$ cat src/rtl/spi_reg_bank.sv
// spi_reg_bank: register bank behind the SPI frame decoder
//   Holds six RW config registers (0 = CTRL / irq mask, 1..5 = CFG), a W1C sticky
//   event register (6) and a read-only ID (7). Reads are registered with 1-cycle latency.
//   Ports: clk, rstb (sync, active-low), ena (global hold), reg_addr/wr_data/wr_dv (decoded
//   access), event_i (level events), rd_data (registered read), status (frame status byte),
//   cfg_o (registers 0..5 packed), irq (registered masked interrupt).
module spi_reg_bank #(
    parameter int                ADDR_W   = 3,
    parameter int                REG_W    = 8,
    parameter logic [REG_W-1:0]  ID_VALUE = 8'hA5
) (
    input  logic                 clk,
    input  logic                 rstb,
    input  logic                 ena,
    input  logic [ADDR_W-1:0]    reg_addr,
    input  logic [REG_W-1:0]     wr_data,
    input  logic                 wr_dv,
    input  logic [REG_W-1:0]     event_i,
    output logic [REG_W-1:0]     rd_data,
    output logic [7:0]           status,
    output logic [6*REG_W-1:0]   cfg_o,
    output logic                 irq
);
    logic [5:0][REG_W-1:0] cfg_q, cfg_d;
    logic [REG_W-1:0]      event_q, event_d, rd_q, rd_d;
    logic [3:0]            wr_cnt_q, wr_cnt_d;
    logic                  wr_err_q, wr_err_d, irq_q, irq_d;
    logic                  we;

    assign we = ena & wr_dv;

    always_comb begin
        for (int i = 0; i < 6; i++)
            cfg_d[i] = (we && reg_addr == ADDR_W'(i)) ? wr_data : cfg_q[i];
        // set wins over a same-cycle W1C on the same bit
        event_d  = ((we && reg_addr == ADDR_W'(6)) ? (event_q & ~wr_data) : event_q) | event_i;
        wr_cnt_d = (we && reg_addr != ADDR_W'(7)) ? wr_cnt_q + 4'd1 : wr_cnt_q;
        wr_err_d = wr_err_q | (we && reg_addr == ADDR_W'(7));
        // read samples pre-edge state, so a write shows up on the following read
        rd_d = (reg_addr == ADDR_W'(7)) ? ID_VALUE : event_q;
        for (int i = 0; i < 6; i++)
            if (reg_addr == ADDR_W'(i)) rd_d = cfg_q[i];
        irq_d = |(event_q & cfg_q[0]);
    end

    always_ff @(posedge clk) begin
        if (!rstb) begin
            cfg_q    <= '0;
            event_q  <= '0;
            wr_cnt_q <= '0;
            wr_err_q <= 1'b0;
            rd_q     <= '0;
            irq_q    <= 1'b0;
        end else if (ena) begin
            cfg_q    <= cfg_d;
            event_q  <= event_d;
            wr_cnt_q <= wr_cnt_d;
            wr_err_q <= wr_err_d;
            rd_q     <= rd_d;
            irq_q    <= irq_d;
        end
    end

    assign rd_data = rd_q;
    assign irq     = irq_q;
    assign cfg_o   = cfg_q;
    assign status  = {|event_q, wr_err_q, 2'b00, wr_cnt_q};
endmodule

$ cat config.mk
export PLATFORM = sky130hd
export DESIGN_NAME = spi_reg_bank
export DESIGN_NICKNAME = d
export VERILOG_FILES = /design/src/rtl/spi_reg_bank.sv
export SDC_FILE = /design/constraint.sdc
export NUM_CORES = 1
export LEC_CHECK = 0
export ABC_AREA = 0
export ABC_CLOCK_PERIOD_IN_PS = 1800
export BUFFER_PORTS_ARGS = -buffer_cell sky130_fd_sc_hd__buf_2
export CAP_MARGIN = 15
export CORE_MARGIN = 3
export CORE_UTILIZATION = 53
export CTS_BUF_LIST = sky130_fd_sc_hd__clkbuf_16
export CTS_CLUSTER_SIZE = 10
export DETAILED_ROUTE_END_ITERATION = 10
export GPL_ROUTABILITY_DRIVEN = 0
export GPL_TIMING_DRIVEN = 0
export PLACE_DENSITY = 0.82
export RECOVER_POWER = 100
export SLEW_MARGIN = 0
export SYNTH_ARGS = -nofsm -noshare
export SYNTH_HDL_FRONTEND = slang
export SYNTH_SLANG_ARGS = --single-unit
$ cat constraint.sdc
create_clock -name clk -period 1.8 [get_ports clk]
set_clock_uncertainty 0.2 [all_clocks]
set_input_delay 0.36 -clock clk [delete_from_list [all_inputs] [get_ports clk]]
set_output_delay 0.36 -clock clk [all_outputs]
set_load 0.1 [all_outputs]
== Word level (Yosys, flattened, before mapping) ==
Index checks and enable logic that the tools add are counted.
Storage, ports and cells
  output and inout bits: 65
  bits of input ports: 23
  register bits: 70
Operators by class
  bitwise gates (word level): 6
  equality and inequality tests: 8
  reduce and logical (&&, ||, !) cells: 19
  add/subtract/negate cells: 1
  muxes and demuxes: 8
Operators with widths (number)
  8-bit two-way mux: 8
  8-bit bitwise AND: 2
  8-bit OR reduction: 2
  2-bit AND reduction: 7
  3-bit == test, second input constant: 4
  1-bit logical AND: 9
  8-bit inverter: 1
  8-bit OR: 1
  3-bit by 2-bit == test with 1-bit output, second input constant: 2
  4-bit by 1-bit adder with 4-bit output, second input constant: 1
  3-bit by 1-bit == test with 1-bit output, second input constant: 1
  3-bit zero test: 1
  3-bit inequality test, second input constant: 1
  1-bit bitwise AND: 1
  1-bit OR: 1

== Depth between registers and ports, before layout ==
Gate-level depths: netlist (run 1).
  word-level depth: 8
  gate-level depth with buffers: 7
  gate-level depth less buffers: 4

== Least setup slack after synthesis (run 1) ==
OpenSTA, ideal clock, no wires.
  kind: reg-to-reg
  start point: register cfg_q, in the netlist cfg_o[14]
  end point: register rd_q[6], in the netlist rd_data[6]
  stages on the path, launching flop included: 5
  setup time: 0.061 ns
  required time: 1.539 ns
  slack: -0.287 ns
  arrival: 1.827 ns
  clock period less this slack: 2.087 ns
  buffers on the path: 0
  cell sequence: dfxtp_1 o21ai_0 a21o_1 a2111oi_0 a211o_1
On the way
  word-level cells in the longest chain between the ends: 5
Ends and longest elaborated chain
  start: declaration: RTL line 24  | logic [5:0][REG_W-1:0] cfg_q, cfg_d;
  start signal: assignment: RTL line 55  | cfg_q <= cfg_d;
  8-bit two-way mux (5 in series): RTL line 42  | if (reg_addr == ADDR_W'(i)) rd_d = cfg_q[i];
  end signal: assignment: RTL line 59  | rd_q <= rd_d;
  end: declaration: RTL line 25  | logic [REG_W-1:0] event_q, event_d, rd_q, rd_d;
No other way between the ends.
A chain may end at the register's enable or synchronous reset.

== Worst setup path in the final report (run 1) ==
  start point: register event_q[6]
  end point: output port status[7]
On the way
  word-level cells in the longest chain between the ends: 1
Ends and longest elaborated chain
  start: declaration: RTL line 25
  start signal: assignment: RTL line 56  | event_q <= event_d;
  8-bit OR reduction: RTL line 67  | assign status = {|event_q, wr_err_q, 2'b00, wr_cnt_q};
  end: declaration: RTL line 20  | output logic [7:0] status,
No other way between the ends.

==> metrics, run 1 <==
Clock transition at path regs=roughly 60 ps; Final nets=approximately 520; Highest Signal Layer=met4; dpl cells=between 500 and 600; Psw=around 1200 uW; Tot Pwr=a little over 4000 uW; WL/cell=~19 um; Max Cap Viol=0; RR Startpoint=cfg_o[10]$_SDFFE_PN0P_; met1 WL=around 4.3 mm; FF+latch count, synth=70; reg-to-reg endpoint=rd_data[2]$_SDFFE_PN0P_; Ant. Diodes=0; sequential power share=0.394; crit-path cells=nor4_4 -> nand2_2 -> buf_12; synth unique cells=47; final wirelength=approximately 11 mm; PwrDens=about 950 nW/um^2; Fin Setup TNS=-52.4 ps; RSZ-0062 raised after global routing=yes; synthesized area per cell=between 8 and 9 sq um; main flop type after synthesis=dfxtp_1; WP data required=1240 ps; I/O pin total=88; first-pass GRT wire length=about 18 mm; failing checks=negative setup slack; IO buf count=82; pin count of the biggest net entering global routing=12; 1st-iter DRT viols=610; worst skew pair latency=around 330 ps; Worst slew margin=0.626; run status=finished, violations left; synthesized area=about 3500 sq um; clk buf depth=2; Worst IR Drop VDD=between 0.7 and 0.8 mV; root buffer cell=clkbuf_16; hold buffers post-CTS=0; post-DP HPWL=between 7 and 8 mm; fin crit share=1.03; Filler cells=500; H-tree Lvls=3; Worst Path Max Fanout=2; Met2 Wirelength=slightly above 5 mm; Clk pwr share=0.445; post-route insts no fill=580; final core occ=0.710; leakage power=roughly 0.0018 uW; worst hold-check path type=primary input to flip-flop; crit-path max cell delay=between 300 and 400 ps; initial antenna violation count=0; fin. max-slew vios=0; Setup WS post-layout=-52.4 ps; Worst Hold Launch=event_i[0]; vias in the first global route=approximately 3,400; row cnt=28; Final Hold Fails=0; Syn. warnings=0; Worst EP arrival=about 1300 ps; Min Clock Period, post-route=around 1900 ps; R2R cell count=4; chip height=a little under 90 um; gr ovfl total=0; metal3 WL=1.35 mm; P_int=between 2000 and 3000 uW; gr usage total=0.307; Max stage delay cell, worst path=dfxtp_4; Die Footprint=between 7000 and 8000 sq um; DP Worst Slack=-302 ps; most frequent cells in the layout=clkbuf_2 (58), dfxtp_1 (54), nand2_1 (51), o21ai_0 (47), a21boi_0 (38); Setup crit end kind=output port; Worst Hold Endpoint=event_q[0]$_SDFFE_PN0P_; share of post-route cells with drive strength above 1=0.291; asr flop ratio synth=0; Synth Instances=around 400; area grow syn2layout=25.8%; Slew @ Worst Pin=between 500 and 600 ps; # setup viols final=1; Hold Crit Depth=3; Crit Path Class=flip-flop to output port; Comb pwr share=0.161; DR vias/cell=between 6 and 7; sequential element share of the synthesized area=0.405; leading cell type in the layout, fill and taps excluded=clkbuf_2; number of CTS-inserted buffers=9; CTS tree=yes; die width=approximately 87 um; CTS sink count=70; fmax=540 MHz; CORE AREA=6130 sq um; Post-synth EDFFs=0; routed vias=3,505; DRT Pass-1 Iters=6; Initial Util=0.565; Switching Fraction=0.288; post-route ant nets=0; Setup crit start kind=flip-flop; setup slack, reg-to-reg=around 190 ps; Post-route DRC=0
==> power groups by stage <==
stage	registers (uW)	clock network [uW]	logic, uW
final	1640	1850	668
after global routing	1640	1920	700
after CTS	1630	1840	659
after detailed placement	1660	0	627
after global placement	1660	0	617
after floorplan	1870	0	264
==> critical path: cells and delay by family, from the launching register on <==
kind | cells | cell delay, ps
and+or+nand+nor | 2 | 430
DFF | 1 | 350
buffers and inverters | 1 | 180
==> synthesized netlist by cell type (6+ instances only) <==
library cell / count / share of area
inv_1: 11 / 0.012
a21boi_1: 6 / 0.013
dfxtp_1: 70 / 0.40
nor2b_1: 25 / 0.045
a22oi_1: 13 / 0.028
mux2i_1: 24 / 0.069
buf_4: 7 / 0.015
nor2_1: 13 / 0.014
nand2_1: 52 / 0.056
buf_2: 8 / 0.012
a21boi_0: 33 / 0.072
nand2b_1: 7 / 0.013
o21ai_0: 50 / 0.072
clkbuf_1: 17 / 0.018
==> state kept, by name, summed over array words and instances (netlist names) <==
register / count
event_q: 8
wr_cnt_q: 4
wr_err_q: 1
rd_data: 8
cfg_o: 48
irq: 1
==> per-stage QoR <==
| stage | hold slack (ps) | cell area, sq um |
|---|---|---|
| 6_report | 72.1 | 4360 |
| 2_1_floorplan | 242 | 3480 |
| 4_1_cts | 76.9 | 4370 |
| 5_1_grt | 82.1 | 4360 |
| 3_5_place_dp | 248 | 3990 |
| 3_3_place_gp | 245 | 3990 |
==> per-layer routing <==
metal / global-route usage / up-vias
met4: 0.118 / 0
met3: 0.0941 / 39
met2: 0.493 / 249
met1: 0.386 / 1618
li1: - / 1599
met5: 0 / -
==> worst max path at each step <==
stage / cells past startpoint / startpoint / slack (ps) / to
after floorplan: 3 / cfg_o[46]$_SDFFE_PN0P_ / -6 / rd_data[6]$_SDFFE_PN0P_
after global placement: 6 / reg_addr[0] / -260 / rd_data[5]$_SDFFE_PN0P_
after detailed placement: 6 / reg_addr[0] / -300 / rd_data[5]$_SDFFE_PN0P_
after CTS: 3 / event_q[2]$_SDFFE_PN0P_ / 2 / status[7]
after global routing: 3 / event_q[2]$_SDFFE_PN0P_ / -70 / status[7]
final: 3 / event_q[6]$_SDFFE_PN0P_ / -50 / status[7]
==> layout make-up <==
type                       count  area, sq um  area share
buffer                        33          160      0.0368
clock buffer                   9          225      0.0517
clock inverter                 7         81.3      0.0187
inverter                      11         41.3     0.00948
multi-input combinational    290         1880       0.432
sequential                    70         1430       0.327
tap                           75         93.8      0.0215
timing repair buffer          85          447       0.103
==> kinds of logic after synthesis <==
family / count (synthesis) / synth area share
adders and majority gates: 1 / 0.00361
muxes: 28 / 0.0824
AOI/OAI and AO/OA: 131 / 0.247
DFF: 70 / 0.405
and+or+nand+nor: 125 / 0.193
other: 1 / 0.00108
xor gates and xnor gates: 3 / 0.00759
buffers and inverters: 44 / 0.0603
==> repair_timing <==
item | CTS | global route
resized for setup | 14 | 10
pin swaps | 3 | 1
setup buffers | 3 | 0
cloned | 0 | 0
setup endpoints to repair | 1 | 10
(Power assumes the default switching activity.)
==> run 2: changes to the inputs <==
ABC_AREA = 1   (was 0)
CORE_UTILIZATION = 52   (was 53)
==> run 2 against run 1 <==
Net effect:
- the run still ends with negative setup slack left
- sequential share of layout area increased by 2.4 points
- first-iteration DRC count decreased by 25%
- combinational power rose by 12%
- via count decreased by 0.68%
- sequential power about the same
- power increased by 1.9%
- setup slack improved by 23 ps
- maximum frequency up 1.3%
- critical path depth stayed put
- critical endpoint unchanged
- highest routed layer unchanged
==> metrics, run 2 <==
sequential power share=0.391; run status=finished, violations left; initial antenna violation count=0; Final Hold Fails=0; routed vias=between 3,000 and 4,000; main flop type after synthesis=dfxtp_1; Min Clock Period, post-route=approximately 1800 ps; DR vias/cell=roughly 5.7; post-route ant nets=0; row cnt=27; Final nets=556; area grow syn2layout=27.5%; PwrDens=1050 nW/um^2; asr flop ratio synth=0; Die Footprint=roughly 7100 sq um; RR Startpoint=event_q[0]$_SDFFE_PN0P_; Post-Synth Simple-Gate Area=0.207; Hold Slack=roughly 81 ps; fin crit share=1.02; Psw=1280 uW; final wirelength=just over 10 mm; synthesized area=between 3000 and 4000 sq um; fmax=~550 MHz; Clk pwr share=0.433; synthesized area per cell=approximately 7.3 sq um; P_int=approximately 3000 uW; Initial Util=0.554; gr usage total=0.275; Largest register FFs=48; root buffer cell=clkbuf_16; Synth top cells by count=a21oi_1 (85), nand2_1 (80), dfxtp_1 (70); die width=84.0 um; failing checks=negative setup slack; WL/cell=between 15 and 20 um; final core occ=0.706; Worst IR Drop VDD=around 0.6 mV; IO buf count=84; Synth top area share=0.443; WP data required=approximately 1200 ps; hold buffers post-CTS=0; Yosys top cell by area=dfxtp_1; final instance area=4030 sq um; H-tree Lvls=3; Worst EP arrival=1270 ps; fin. max-slew vios=0; Synth area leaders=dfxtp_1 (44%), a21oi_1 (13%), o21ai_0 (9.7%); Crit Path Class=flip-flop to output port; worst skew pair latency=between 300 and 400 ps; leading cell type in the layout, fill and taps excluded=a21oi_1; Ant. Diodes=0; Worst Hold Launch=event_i[1]; Synth Area in XOR/XNOR=0; Clock transition at path regs=60 ps; largest family of logic cells by synthesized area=compound AO/OA/AOI/OAI gates; Filler cells=between 400 and 500; placed inst area=roughly 3700 sq um; RSZ-0062 raised after global routing=yes; Worst slew margin=0.633; Slew @ Worst Pin=552 ps; vias in the first global route=3,172; leakage power=0.00192 uW; adder-cell share of the synthesized area=0.00396; Post-route DRC=0; Synth Instances=approximately 440; Worst Path Max Fanout=4; clk buf depth=2; post-DP HPWL=just under 7 mm; share of post-route cells with drive strength above 1=0.261; Setup crit start kind=flip-flop; Syn. warnings=0; mux share of post-synthesis cell area=0; synth unique cells=31; Fin Setup TNS=-29.2 ps; FF+latch count, synth=70; CTS sink count=70; post-synthesis compound-gate area fraction=0.253; Switching Fraction=0.302; Setup crit end kind=output port; first-pass GRT wire length=roughly 15 mm; Comb pwr share=0.176; # setup viols final=1; sequential element share of the synthesized area=0.443; chip height=about 84 um; count leader, synth=a21oi_1; most frequent cells in the layout=a21oi_1 (85), nand2_1 (79), clkbuf_2 (62), o21ai_0 (60), dfxtp_1 (59); DRT Pass-1 Iters=5; 1st-iter DRT viols=around 460; I/O pin total=88; CTS tree=yes; number of CTS-inserted buffers=9; Post-synth EDFFs=0; worst hold-check path type=primary input to flip-flop; Max Cap Viol=0; pin count of the biggest net entering global routing=12; Setup WS post-layout=-29.2 ps; gr ovfl total=0; CP startpoint=event_q[6]$_SDFFE_PN0P_; CORE AREA=about 5700 sq um
run 2: cell count changes in the layout (fill, tap and decap cells not counted), moves of 9 or more:
cell      previous run  this run
nand2_1             51        79
nor2_1              14        43
clkbuf_1            17         8
a21boi_0            38         0
o21ai_0             47        60
a22oi_1             10         0
mux2i_1             24         0
nor2b_1             24         0
inv_1               13        31
a21oi_1              2        85
run 2: timing repair:
item,4_1_cts,5_1_grt
gates resized for setup,9,7
hold endpoints to repair,0,0
pin swaps,3,3
setup buffers,1,0
setup endpoints to repair,1,3
run 2: per-stage QoR:
step | worst slack, ps | instances | total power, uW
5_1_grt | -49.8 | 609 | 4350
4_1_cts | -26.5 | 609 | 4210
3_3_place_gp | -188 | 592 | 2380
3_5_place_dp | -194 | 592 | 2390
2_1_floorplan | 6.28 | 436 | 2230
6_report | -29.2 | 609 | 4230
run 2: metal layers:
metal,routed length (um),track usage
met2,4680,0.449
met4,234,0.101
met3,993,0.0612
met1,4240,0.355
met5,0,0
run 2: area by class of cell:
class	instances	area, sq um	share of cell area
plain buffers	23	146	0.0363
clock buffers	9	225	0.0559
clock inverters	7	80.1	0.0199
inverters	33	124	0.0307
multi-input cells	310	1510	0.374
flip-flops and latches	70	1420	0.352
well taps	72	90.1	0.0223
repair buffers	85	442	0.110
run 2: final timing paths:
kind / slack (ps) / endpoint / cells after the start
setup / recovery: -30 / status[7] / 3
hold / removal: 80 / event_q[1]$_SDFFE_PN0P_ / 3
setup reg to reg: 270 / rd_data[0]$_SDFFE_PN0P_ / 12
hold reg to reg: 260 / rd_data[1]$_SDFFE_PN0P_ / 2
run 2: logic make-up after synthesis:
kind of cell             after synthesis
AND/OR/NAND/NOR                      151
adder cells (fa/ha/maj)                1
other                                  1
AO/OA/AOI/OAI                        156
flip-flops                            70
buffers and inverters                 56
run 2: power groups by stage:
stage,Combinational (uW),Sequential [uW],Clock [uW]
2_1_floorplan,278,1950,0
3_3_place_gp,704,1670,0
3_5_place_dp,711,1680,0
4_1_cts,731,1640,1840
5_1_grt,783,1660,1910
6_report,747,1650,1830
run 2: worst max-delay path, stage by stage (launching register included):
cell and delay (ps):
dfxtp_2 350, nor4_4 300, nand2_2 110, buf_12 180
==> run 3: changes to the inputs <==
HOLD_SLACK_MARGIN = 0.15   (was unset)
==> run 3 against run 2 <==
Net effect:
- worst hold slack improved by 120 ps
- largest power group unchanged
- routed wire length rose by 2.7%
- the run still ends with negative setup slack left
- largest cell class unchanged
- critical endpoint unchanged
- clock power barely moved
==> metrics, run 3 (synthesis results as in run 2) <==
IO buf count=84; row cnt=27; Setup WS post-layout=-60.4 ps; share of post-route cells with drive strength above 1=0.249; gr ovfl total=0; Min Clock Period, post-route=approximately 1900 ps; area grow syn2layout=31.9%; Clock transition at path regs=roughly 60 ps; Setup crit end kind=output port; initial antenna violation count=0; post-DP HPWL=6.92 mm; Post-route DRC=0; pin count of the biggest net entering global routing=12; leading cell type in the layout, fill and taps excluded=a21oi_1; setup slack, reg-to-reg=260 ps; # setup viols final=1; post-route ant nets=0; placed inst area=around 3700 sq um; multi-input combinational cell area=approximately 1500 sq um; Crit Path Class=flip-flop to output port; chip height=84.0 um; Die Footprint=a little over 7000 sq um; RSZ-0062 raised after global routing=yes; vias in the first global route=between 3,000 and 4,000; clk buf depth=2; Filler cells=463; Tot Pwr=around 4300 uW; Final Hold Fails=0; run status=finished, violations left; worst skew pair latency=330 ps; root buffer cell=clkbuf_16; CTS tree=yes; Final nets=approximately 570; Max Cap Viol=0; I/O pin total=just under 90; DRT Pass-1 Iters=6; Ant. Diodes=0; fin. max-slew vios=0; 1st-iter DRT viols=approximately 460; gr usage total=0.285; register area=about 1400 sq um; die width=~84 um; PwrDens=approximately 1000 nW/um^2; DR vias/cell=approximately 5.7; routed vias=3,552; Worst EP arrival=approximately 1300 ps; Setup crit start kind=flip-flop; CORE AREA=between 5000 and 6000 sq um; fin crit share=1.03; H-tree Lvls=3; number of CTS-inserted buffers=9; leakage power=between 0.0015 and 0.002 uW; Worst slew margin=0.632; fmax=538 MHz; most frequent cells in the layout=a21oi_1 (85), nand2_1 (79), clkbuf_2 (62), o21ai_0 (60), dfxtp_1 (60); Hold Slack=about 200 ps; DP Worst Slack=-194 ps; Fin Setup TNS=-60.4 ps; Largest register FFs=between 40 and 50; worst hold-check path type=primary input to flip-flop; Slew @ Worst Pin=554 ps; WP data required=about 1200 ps; Worst IR Drop VDD=roughly 0.62 mV; CTS sink count=70; failing checks=negative setup slack; final instance area=~4200 sq um; first-pass GRT wire length=16.0 mm; WL/cell=between 15 and 20 um; final wirelength=about 10 mm; Initial Util=0.554; Worst Path Max Fanout=4
[run 3: changes by cell type in the layout (fill, tap and decap cells not counted), sizes merged]
cell         delta
clkbuf          +3
dlygate4sd3    +16
buf             -2
[run 3: metal layers]
layer | wire (um) | track usage
met1 | 4280 | 0.377
met2 | 4870 | 0.455
met3 | 1020 | 0.0592
met4 | 250 | 0.110
met5 | 0 | 0
[run 3: per-stage QoR]
| step | util | instances |
|---|---|---|
| after global placement | 0.645 | 592 |
| after detailed placement | 0.645 | 592 |
| after CTS | 0.734 | 625 |
| after floorplan | - | 436 |
| final | 0.730 | 626 |
| after global routing | 0.730 | 626 |
[run 3: final cells by class]
class                           instances  area share
Inverter                               33      0.0297
Buffer                                 23      0.0342
Clock buffer                            9      0.0540
Multi-Input combinational cell        310       0.356
Clock inverter                          7      0.0192
Sequential cell                        70       0.340
Tap cell                               72      0.0216
Timing Repair Buffer                  102       0.145
[run 3: what timing repair did]
item | in CTS | in global routing
resized for setup | 9 | 5
hold buffers | 16 | 0
endpoints found under the hold margin | 16 | 0
buffers inserted | 1 | 1
pin swaps | 3 | 3
setup endpoints to repair | 1 | 4
gates cloned | 0 | 0
[run 3: report_power, final]
part / internal, uW / total [uW] / switching (uW)
Sequential: 1600 / 1650 / 49.3
Combinational: 181 / 768 / 587
Clock: 1190 / 1840 / 652
Total: 2980 / 4260 / 1290
[run 3: critical path: stages, from the launching register on]
cell,delay (ps)
dfxtp_1,390
nor4_4,270
nand2_2,120
buf_12,180
[run 3: path summary, 6_finish.rpt]
check                      startpoint                        to  cells after the start
max           event_q[3]$_SDFFE_PN0P_                 status[7]                      3
min                              rstb     cfg_o[9]$_SDFFE_PN0P_                      3
max reg2reg   event_q[3]$_SDFFE_PN0P_   rd_data[3]$_SDFFE_PN0P_                     10
min reg2reg  wr_cnt_q[0]$_SDFFE_PN0P_  wr_cnt_q[0]$_SDFFE_PN0P_                      1
